**config.mk**
```make
export PLATFORM = sky130hd
export DESIGN_NAME = game_sequencer
export DESIGN_NICKNAME = d
export VERILOG_FILES = /design/src/rtl/game_pkg.sv /design/src/rtl/bcd_counter3.sv /design/src/rtl/game_sequencer.sv
export SDC_FILE = /design/constraint.sdc
export NUM_CORES = 1
export LEC_CHECK = 0
export CORE_ASPECT_RATIO = 0.5
export CORE_UTILIZATION = 49
export CTS_BUF_LIST = sky130_fd_sc_hd__clkbuf_8
export CTS_CLUSTER_DIAMETER = 40
export CTS_CLUSTER_SIZE = 28
export DETAILED_ROUTE_END_ITERATION = 10
export PLACE_DENSITY = 0.7
export SYNTH_ARGS = -nofsm -noshare
export SYNTH_HDL_FRONTEND = slang
export SYNTH_SLANG_ARGS = --single-unit
```
**constraint.sdc**
```tcl
create_clock -name clk -period 2.3 [get_ports clk]
set_clock_uncertainty 0.2 [all_clocks]
set_input_delay 0.345 -clock clk [delete_from_list [all_inputs] [get_ports clk]]
set_output_delay 0.345 -clock clk [all_outputs]
set_load 0.01 [all_outputs]
```
**src/rtl/game_pkg.sv**
```systemverilog
// rtl/game_pkg.sv - shared types and defaults for the game sequencer
package game_pkg;

  typedef enum logic [1:0] {
    ST_IDLE  = 2'd0,
    ST_RUN   = 2'd1,
    ST_DYING = 2'd2,
    ST_OVER  = 2'd3
  } state_e;

  localparam int SCORE_DIGITS     = 3;
  localparam int SPEED_W          = 4;
  localparam int DEF_TICK_CYCLES  = 2000000;
  localparam int DEF_PASS_LIMIT   = 12;
  localparam int DEF_SPEED_MAX    = 15;
  localparam int DEF_DEAD_CYCLES  = 50000000;

  // Counter width that stays legal when the count collapses to a single value.
  function automatic int cnt_width(input int n);
    return (n > 1) ? $clog2(n) : 1;
  endfunction

endpackage

```
**src/rtl/bcd_counter3.sv**
```systemverilog
// rtl/bcd_counter3.sv - three-digit BCD score counter with clear and 999->000 wrap
module bcd_counter3
  import game_pkg::*;
(
  input  logic                      clk,
  input  logic                      rst,
  input  logic                      clr,
  input  logic                      inc,
  output logic [4*SCORE_DIGITS-1:0] value
);

  logic [4*SCORE_DIGITS-1:0] value_q, value_d;
  logic                      carry;

  always_comb begin
    value_d = value_q;
    carry   = inc;
    for (int i = 0; i < SCORE_DIGITS; i++) begin
      if (carry) begin
        if (value_q[4*i +: 4] == 4'd9) begin
          value_d[4*i +: 4] = 4'd0;
        end else begin
          value_d[4*i +: 4] = value_q[4*i +: 4] + 4'd1;
          carry             = 1'b0;
        end
      end
    end
    if (clr) begin
      value_d = '0;
    end
  end

  always_ff @(posedge clk or posedge rst) begin
    if (rst) begin
      value_q <= '0;
    end else begin
      value_q <= value_d;
    end
  end

  assign value = value_q;

endmodule

```
**src/rtl/game_sequencer.sv**
```systemverilog
// rtl/game_sequencer.sv - game state machine, motion tick, score, speed and animation
module game_sequencer
  import game_pkg::*;
#(
  parameter int TICK_CYCLES = DEF_TICK_CYCLES,
  parameter int PASS_LIMIT  = DEF_PASS_LIMIT,
  parameter int SPEED_MAX   = DEF_SPEED_MAX,
  parameter int DEAD_CYCLES = DEF_DEAD_CYCLES
) (
  input  logic               clk,
  input  logic               reset,
  input  logic               start_btn,
  input  logic               collision,
  input  logic               obstacle_wrap,
  output logic [1:0]         state,
  output logic               motion_tick,
  output logic [SPEED_W-1:0] speed,
  output logic [11:0]        score_bcd,
  output logic [1:0]         anim_phase,
  output logic               game_over
);

  localparam int TICK_W = cnt_width(TICK_CYCLES);
  localparam int PASS_W = cnt_width(PASS_LIMIT + 1);
  localparam int DEAD_W = cnt_width(DEAD_CYCLES);

  localparam logic [TICK_W-1:0]  TICK_LAST = TICK_W'(TICK_CYCLES - 1);
  localparam logic [PASS_W-1:0]  PASS_TOP  = PASS_W'(PASS_LIMIT);
  localparam logic [SPEED_W-1:0] SPEED_TOP = SPEED_W'(SPEED_MAX);
  localparam logic [DEAD_W-1:0]  DEAD_LAST = DEAD_W'(DEAD_CYCLES - 1);

  state_e              state_q, state_d;
  logic                start_q, start_d;
  logic [TICK_W-1:0]   tick_cnt_q, tick_cnt_d;
  logic [PASS_W-1:0]   pass_cnt_q, pass_cnt_d;
  logic [DEAD_W-1:0]   dwell_cnt_q, dwell_cnt_d;
  logic [SPEED_W-1:0]  speed_q, speed_d;
  logic [1:0]          anim_q, anim_d;
  logic                motion_tick_q, motion_tick_d;
  logic                game_over_q, game_over_d;
  logic                start_edge;
  logic                score_clr;
  logic                score_inc;
  logic [PASS_W-1:0]   pass_next;

  assign start_edge = start_btn & ~start_q;
  assign pass_next  = pass_cnt_q + PASS_W'(1);

  // The tick event is decided at the edge closing the last count of a period, so a
  // collision seen in that same cycle can still cancel it; motion_tick is its registered pulse.
  always_comb begin
    state_d       = state_q;
    start_d       = start_btn;
    tick_cnt_d    = tick_cnt_q;
    pass_cnt_d    = pass_cnt_q;
    dwell_cnt_d   = dwell_cnt_q;
    speed_d       = speed_q;
    anim_d        = anim_q;
    motion_tick_d = 1'b0;
    score_clr     = 1'b0;
    score_inc     = 1'b0;

    case (state_q)
      ST_IDLE, ST_OVER: begin
        if (start_edge) begin
          state_d     = ST_RUN;
          tick_cnt_d  = '0;
          pass_cnt_d  = '0;
          dwell_cnt_d = '0;
          speed_d     = SPEED_W'(1);
          anim_d      = 2'd0;
          score_clr   = 1'b1;
        end
      end

      ST_RUN: begin
        if (collision) begin
          state_d     = ST_DYING;
          dwell_cnt_d = '0;
        end else begin
          if (tick_cnt_q == TICK_LAST) begin
            tick_cnt_d    = '0;
            motion_tick_d = 1'b1;
            score_inc     = 1'b1;
            anim_d        = anim_q + 2'd1;
          end else begin
            tick_cnt_d = tick_cnt_q + TICK_W'(1);
          end

          if (obstacle_wrap) begin
            if (pass_next == PASS_TOP) begin
              pass_cnt_d = '0;
              if (speed_q < SPEED_TOP) begin
                speed_d = speed_q + SPEED_W'(1);
              end
            end else begin
              pass_cnt_d = pass_next;
            end
          end
        end
      end

      ST_DYING: begin
        if (dwell_cnt_q == DEAD_LAST) begin
          state_d = ST_OVER;
        end else begin
          dwell_cnt_d = dwell_cnt_q + DEAD_W'(1);
        end
      end
    endcase

    game_over_d = (state_d == ST_OVER);
  end

  always_ff @(posedge clk or posedge reset) begin
    if (reset) begin
      state_q       <= ST_IDLE;
      start_q       <= 1'b0;
      tick_cnt_q    <= '0;
      pass_cnt_q    <= '0;
      dwell_cnt_q   <= '0;
      speed_q       <= SPEED_W'(1);
      anim_q        <= 2'd0;
      motion_tick_q <= 1'b0;
      game_over_q   <= 1'b0;
    end else begin
      state_q       <= state_d;
      start_q       <= start_d;
      tick_cnt_q    <= tick_cnt_d;
      pass_cnt_q    <= pass_cnt_d;
      dwell_cnt_q   <= dwell_cnt_d;
      speed_q       <= speed_d;
      anim_q        <= anim_d;
      motion_tick_q <= motion_tick_d;
      game_over_q   <= game_over_d;
    end
  end

  bcd_counter3 u_score (
    .clk   (clk),
    .rst   (reset),
    .clr   (score_clr),
    .inc   (score_inc),
    .value (score_bcd)
  );

  assign state       = state_q;
  assign motion_tick = motion_tick_q;
  assign speed       = speed_q;
  assign anim_phase  = anim_q;
  assign game_over   = game_over_q;

endmodule

```
==> out/results.ini <==
[power]
power_switching_mw=1.79
p_clk_share_pct=26.9
ir_worst_vdd_uv=595
switching_share_pct=37.6
p_seq_share_pct=31.5
p_per_area_mw_per_mm2=894
p_int_mw=2.97
combPwrFrac_pct=41.6
power.leakage_nw=2.35

[floorplanning]
die_x_um=137
initial_core_util_pct=50.8
die_y_um=69.4
io_pins=27
placementRows=24
die-area_sq_mm=0.00949
fp.coreArea_sq_mm=0.00877

[final_layout]
fillers=774
layout_common_cells=dfrtp_1, nor2_1, o31ai_1
nets=537
layout_commonest_cell=dfrtp_1
drive_gt1_share_pct=16.4
fin_cells=641
n_antenna_cell=0
syn2layout_area_growth_pct=19.8

[synth]
synth_top_family_by_area=simple AND/OR/NAND/NOR gates
ys.flop_type=dfrtp_1
synth_edf_count=0
synth_compound_area_share_pct=21.2
synth-adder-area-share_pct=3.65
synthMuxAreaShare_pct=1.60
synth-seq-cells=74
async_flop_share_pct=100
syn-num-nets=482
yosysSeqAreaShare_pct=41.6
ys.warnings.count=0
synthXorXnorAreaFrac_pct=3.34
synth-simple-area-share_pct=24.4
ys_types=65
avgSynthCellArea_sq_um=9.59
synth_area_sq_mm=0.00445
synthCells=464

[route]
vias_per_cell=5.95
drt-initial-drc-count=228
routed_wl_um=10200
vias=3815
first_pass_iters=4
wl_per_cell_um=15.9
drc=0
antenna_left=0

[clock_network]
cts_buffer_depth=2
cts.clk_slew.worst_paths_ns=0.09
cts_sinks=74
h-tree-depth=3
root_buffer=clkbuf_8
cts_made_buffers=9
cts_hold_buf=0
clk_latency_ns=0.36
cts_tree=done

[timing]
setup_ws_ns=0.124
period_share_pct=94.6
setup_viol=0
fmax_ghz=0.460
fin_crit_ns=2.18
finalMaxSlewViolations=0
tightest_slew_ns=0.464
hold_viol=0
setup_tns_ns=0
slew_headroom_pct=68.8

[worst_setup_path]
critPathMaxFanout=12
crit_type=reg2reg
reg2regPathDepth=8
r2r_start=state[1]$_DFF_PP0_
start_kind=flip-flop
r2r-end=u_score.value[10]$_DFFE_PP0P_
critical_path_arrival_ns=2.22
cp_data_required_time_ns=2.35
end_kind=flip-flop
ff2ff_setup_slack_ns=0.12

[place]
dp.cells=625
pre_cts_slack_ns=-0.104
port_buffers=26
dp_hpwl_um=6890
finalWeightedCongestion=0.802

[job]
maxCapViolCount=0

[grt]
antenna_found_initial=0
grt_use_total_pct=23.7
grt_pass1_wl_um=17700
overflow=0
grt_max_degree=75
grt_pass1_vias=3625

[min_path]
holdCritPathClass=in2async

[status]
status=complete, no violations

[worst max path at each step]
stage | cells past startpoint | endpoint | start | slack [ns]
floorplan | 7 | anim_phase[1]$_DFFE_PP0P_ | state[0]$_DFF_PP0_ | 0.07
global route | 8 | u_score.value[10]$_DFFE_PP0P_ | state[1]$_DFF_PP0_ | -0.01
finish | 8 | u_score.value[10]$_DFFE_PP0P_ | state[1]$_DFF_PP0_ | 0.12
detailed placement | 6 | u_score.value[10]$_DFFE_PP0P_ | start_btn | -0.10
CTS | 7 | u_score.value[10]$_DFFE_PP0P_ | tick_cnt_q[0]$_DFFE_PP0P_ | 0.04
global placement | 6 | anim_phase[1]$_DFFE_PP0P_ | collision | 0.008
[flip-flops by register name (all words and copies together), names as in the netlist]
| register | flops |
|---|---|
| anim_phase | 2 |
| dwell_cnt_q | 26 |
| game_over | 1 |
| motion_tick | 1 |
| pass_cnt_q | 4 |
| speed | 4 |
| start_q | 1 |
| state | 2 |
| tick_cnt_q | 21 |
| u_score.value | 12 |
[layer usage]
| metal | share of wire [%] | wire length [um] | GRT usage (%) | vias to the layer above |
|---|---|---|---|---|
| met5 | 0 | 0 | 0 | - |
| met4 | 1.3 | 134 | 7.20 | 0 |
| met3 | 4.2 | 431 | 5.85 | 12 |
| met2 | 45 | 4630 | 35.5 | 84 |
| met1 | 49 | 4980 | 33.7 | 1858 |
| li1 | - | - | - | 1861 |
[worst max-delay path, cell delays in order, from the launching register on]
cell	delay (ns)
dfrtp_1	0.43
inv_1	0.07
ha_1	0.27
nor2b_2	0.29
nand2_1	0.09
nor3_2	0.21
buf_6	0.18
a31oi_1	0.09
a31o_2	0.23
[cell usage after synthesis, types with 5 or more instances]
master | instances | area, sq um
nor3_1 | 7 | 35.0
and3_1 | 10 | 62.6
a31oi_1 | 11 | 68.8
nor2_1 | 45 | 169
inv_1 | 13 | 48.8
nand3_1 | 24 | 120
and2_1 | 7 | 43.8
ha_1 | 13 | 163
a21oi_1 | 17 | 85.1
dfrtp_1 | 73 | 1830
buf_4 | 5 | 37.5
nor2b_1 | 7 | 43.8
xor2_1 | 16 | 140
a41oi_1 | 5 | 43.8
o21ai_0 | 16 | 80.1
nand2_1 | 39 | 146
o31ai_1 | 44 | 330
nand4_1 | 15 | 93.8
mux2i_1 | 6 | 60.1
[per-stage QoR]
| stage | total power [mW] | util [%] | hold WS [ns] | cell area [sq um] |
|---|---|---|---|---|
| after floorplan | 2.68 | - | 0.176 | 4460 |
| after global placement | 3.44 | 57.5 | 0.277 | 5040 |
| after detailed placement | 3.47 | 57.5 | 0.266 | 5040 |
| after CTS | 4.76 | 60.3 | 0.265 | 5290 |
| after global routing | 5.07 | 60.8 | 0.284 | 5330 |
| final | 4.76 | 60.8 | 0.252 | 5330 |
[kinds of logic (layout without fill, tap and decap cells)]
kind of cell,after synthesis,in the layout
multiplexers,7,7
AO/OA/AOI/OAI,128,128
flip-flops,74,74
buffers and inverters,32,92
XOR/XNOR,17,17
AND/OR/NAND/NOR,193,193
adder cells (fa/ha/maj),13,13
[power groups by stage]
stage,registers [mW],clock network (mW),logic (mW)
global placement,1.52,0,1.93
global route,1.52,1.37,2.18
detailed placement,1.52,0,1.95
floorplan,1.53,0,1.15
finish,1.50,1.28,1.98
CTS,1.50,1.30,1.96
[area by class of cell]
class                           instances  area [sq um]  area share (%)
Inverter                               14          56.3            1.06
Clock inverter                          6           113            2.11
Clock buffer                           10           138            2.58
Sequential cell                        74          1850            34.7
Tap cell                              117           146            2.75
Timing Repair Buffer                   62           576            10.8
Multi-Input combinational cell        358          2450            46.0
[what timing repair did]
item                       4_1_cts  5_1_grt
setup endpoints to repair        1       46
buffers inserted                 0        0
gates resized for setup          1       11
Note: power is estimated with default switching activity, not from simulation.
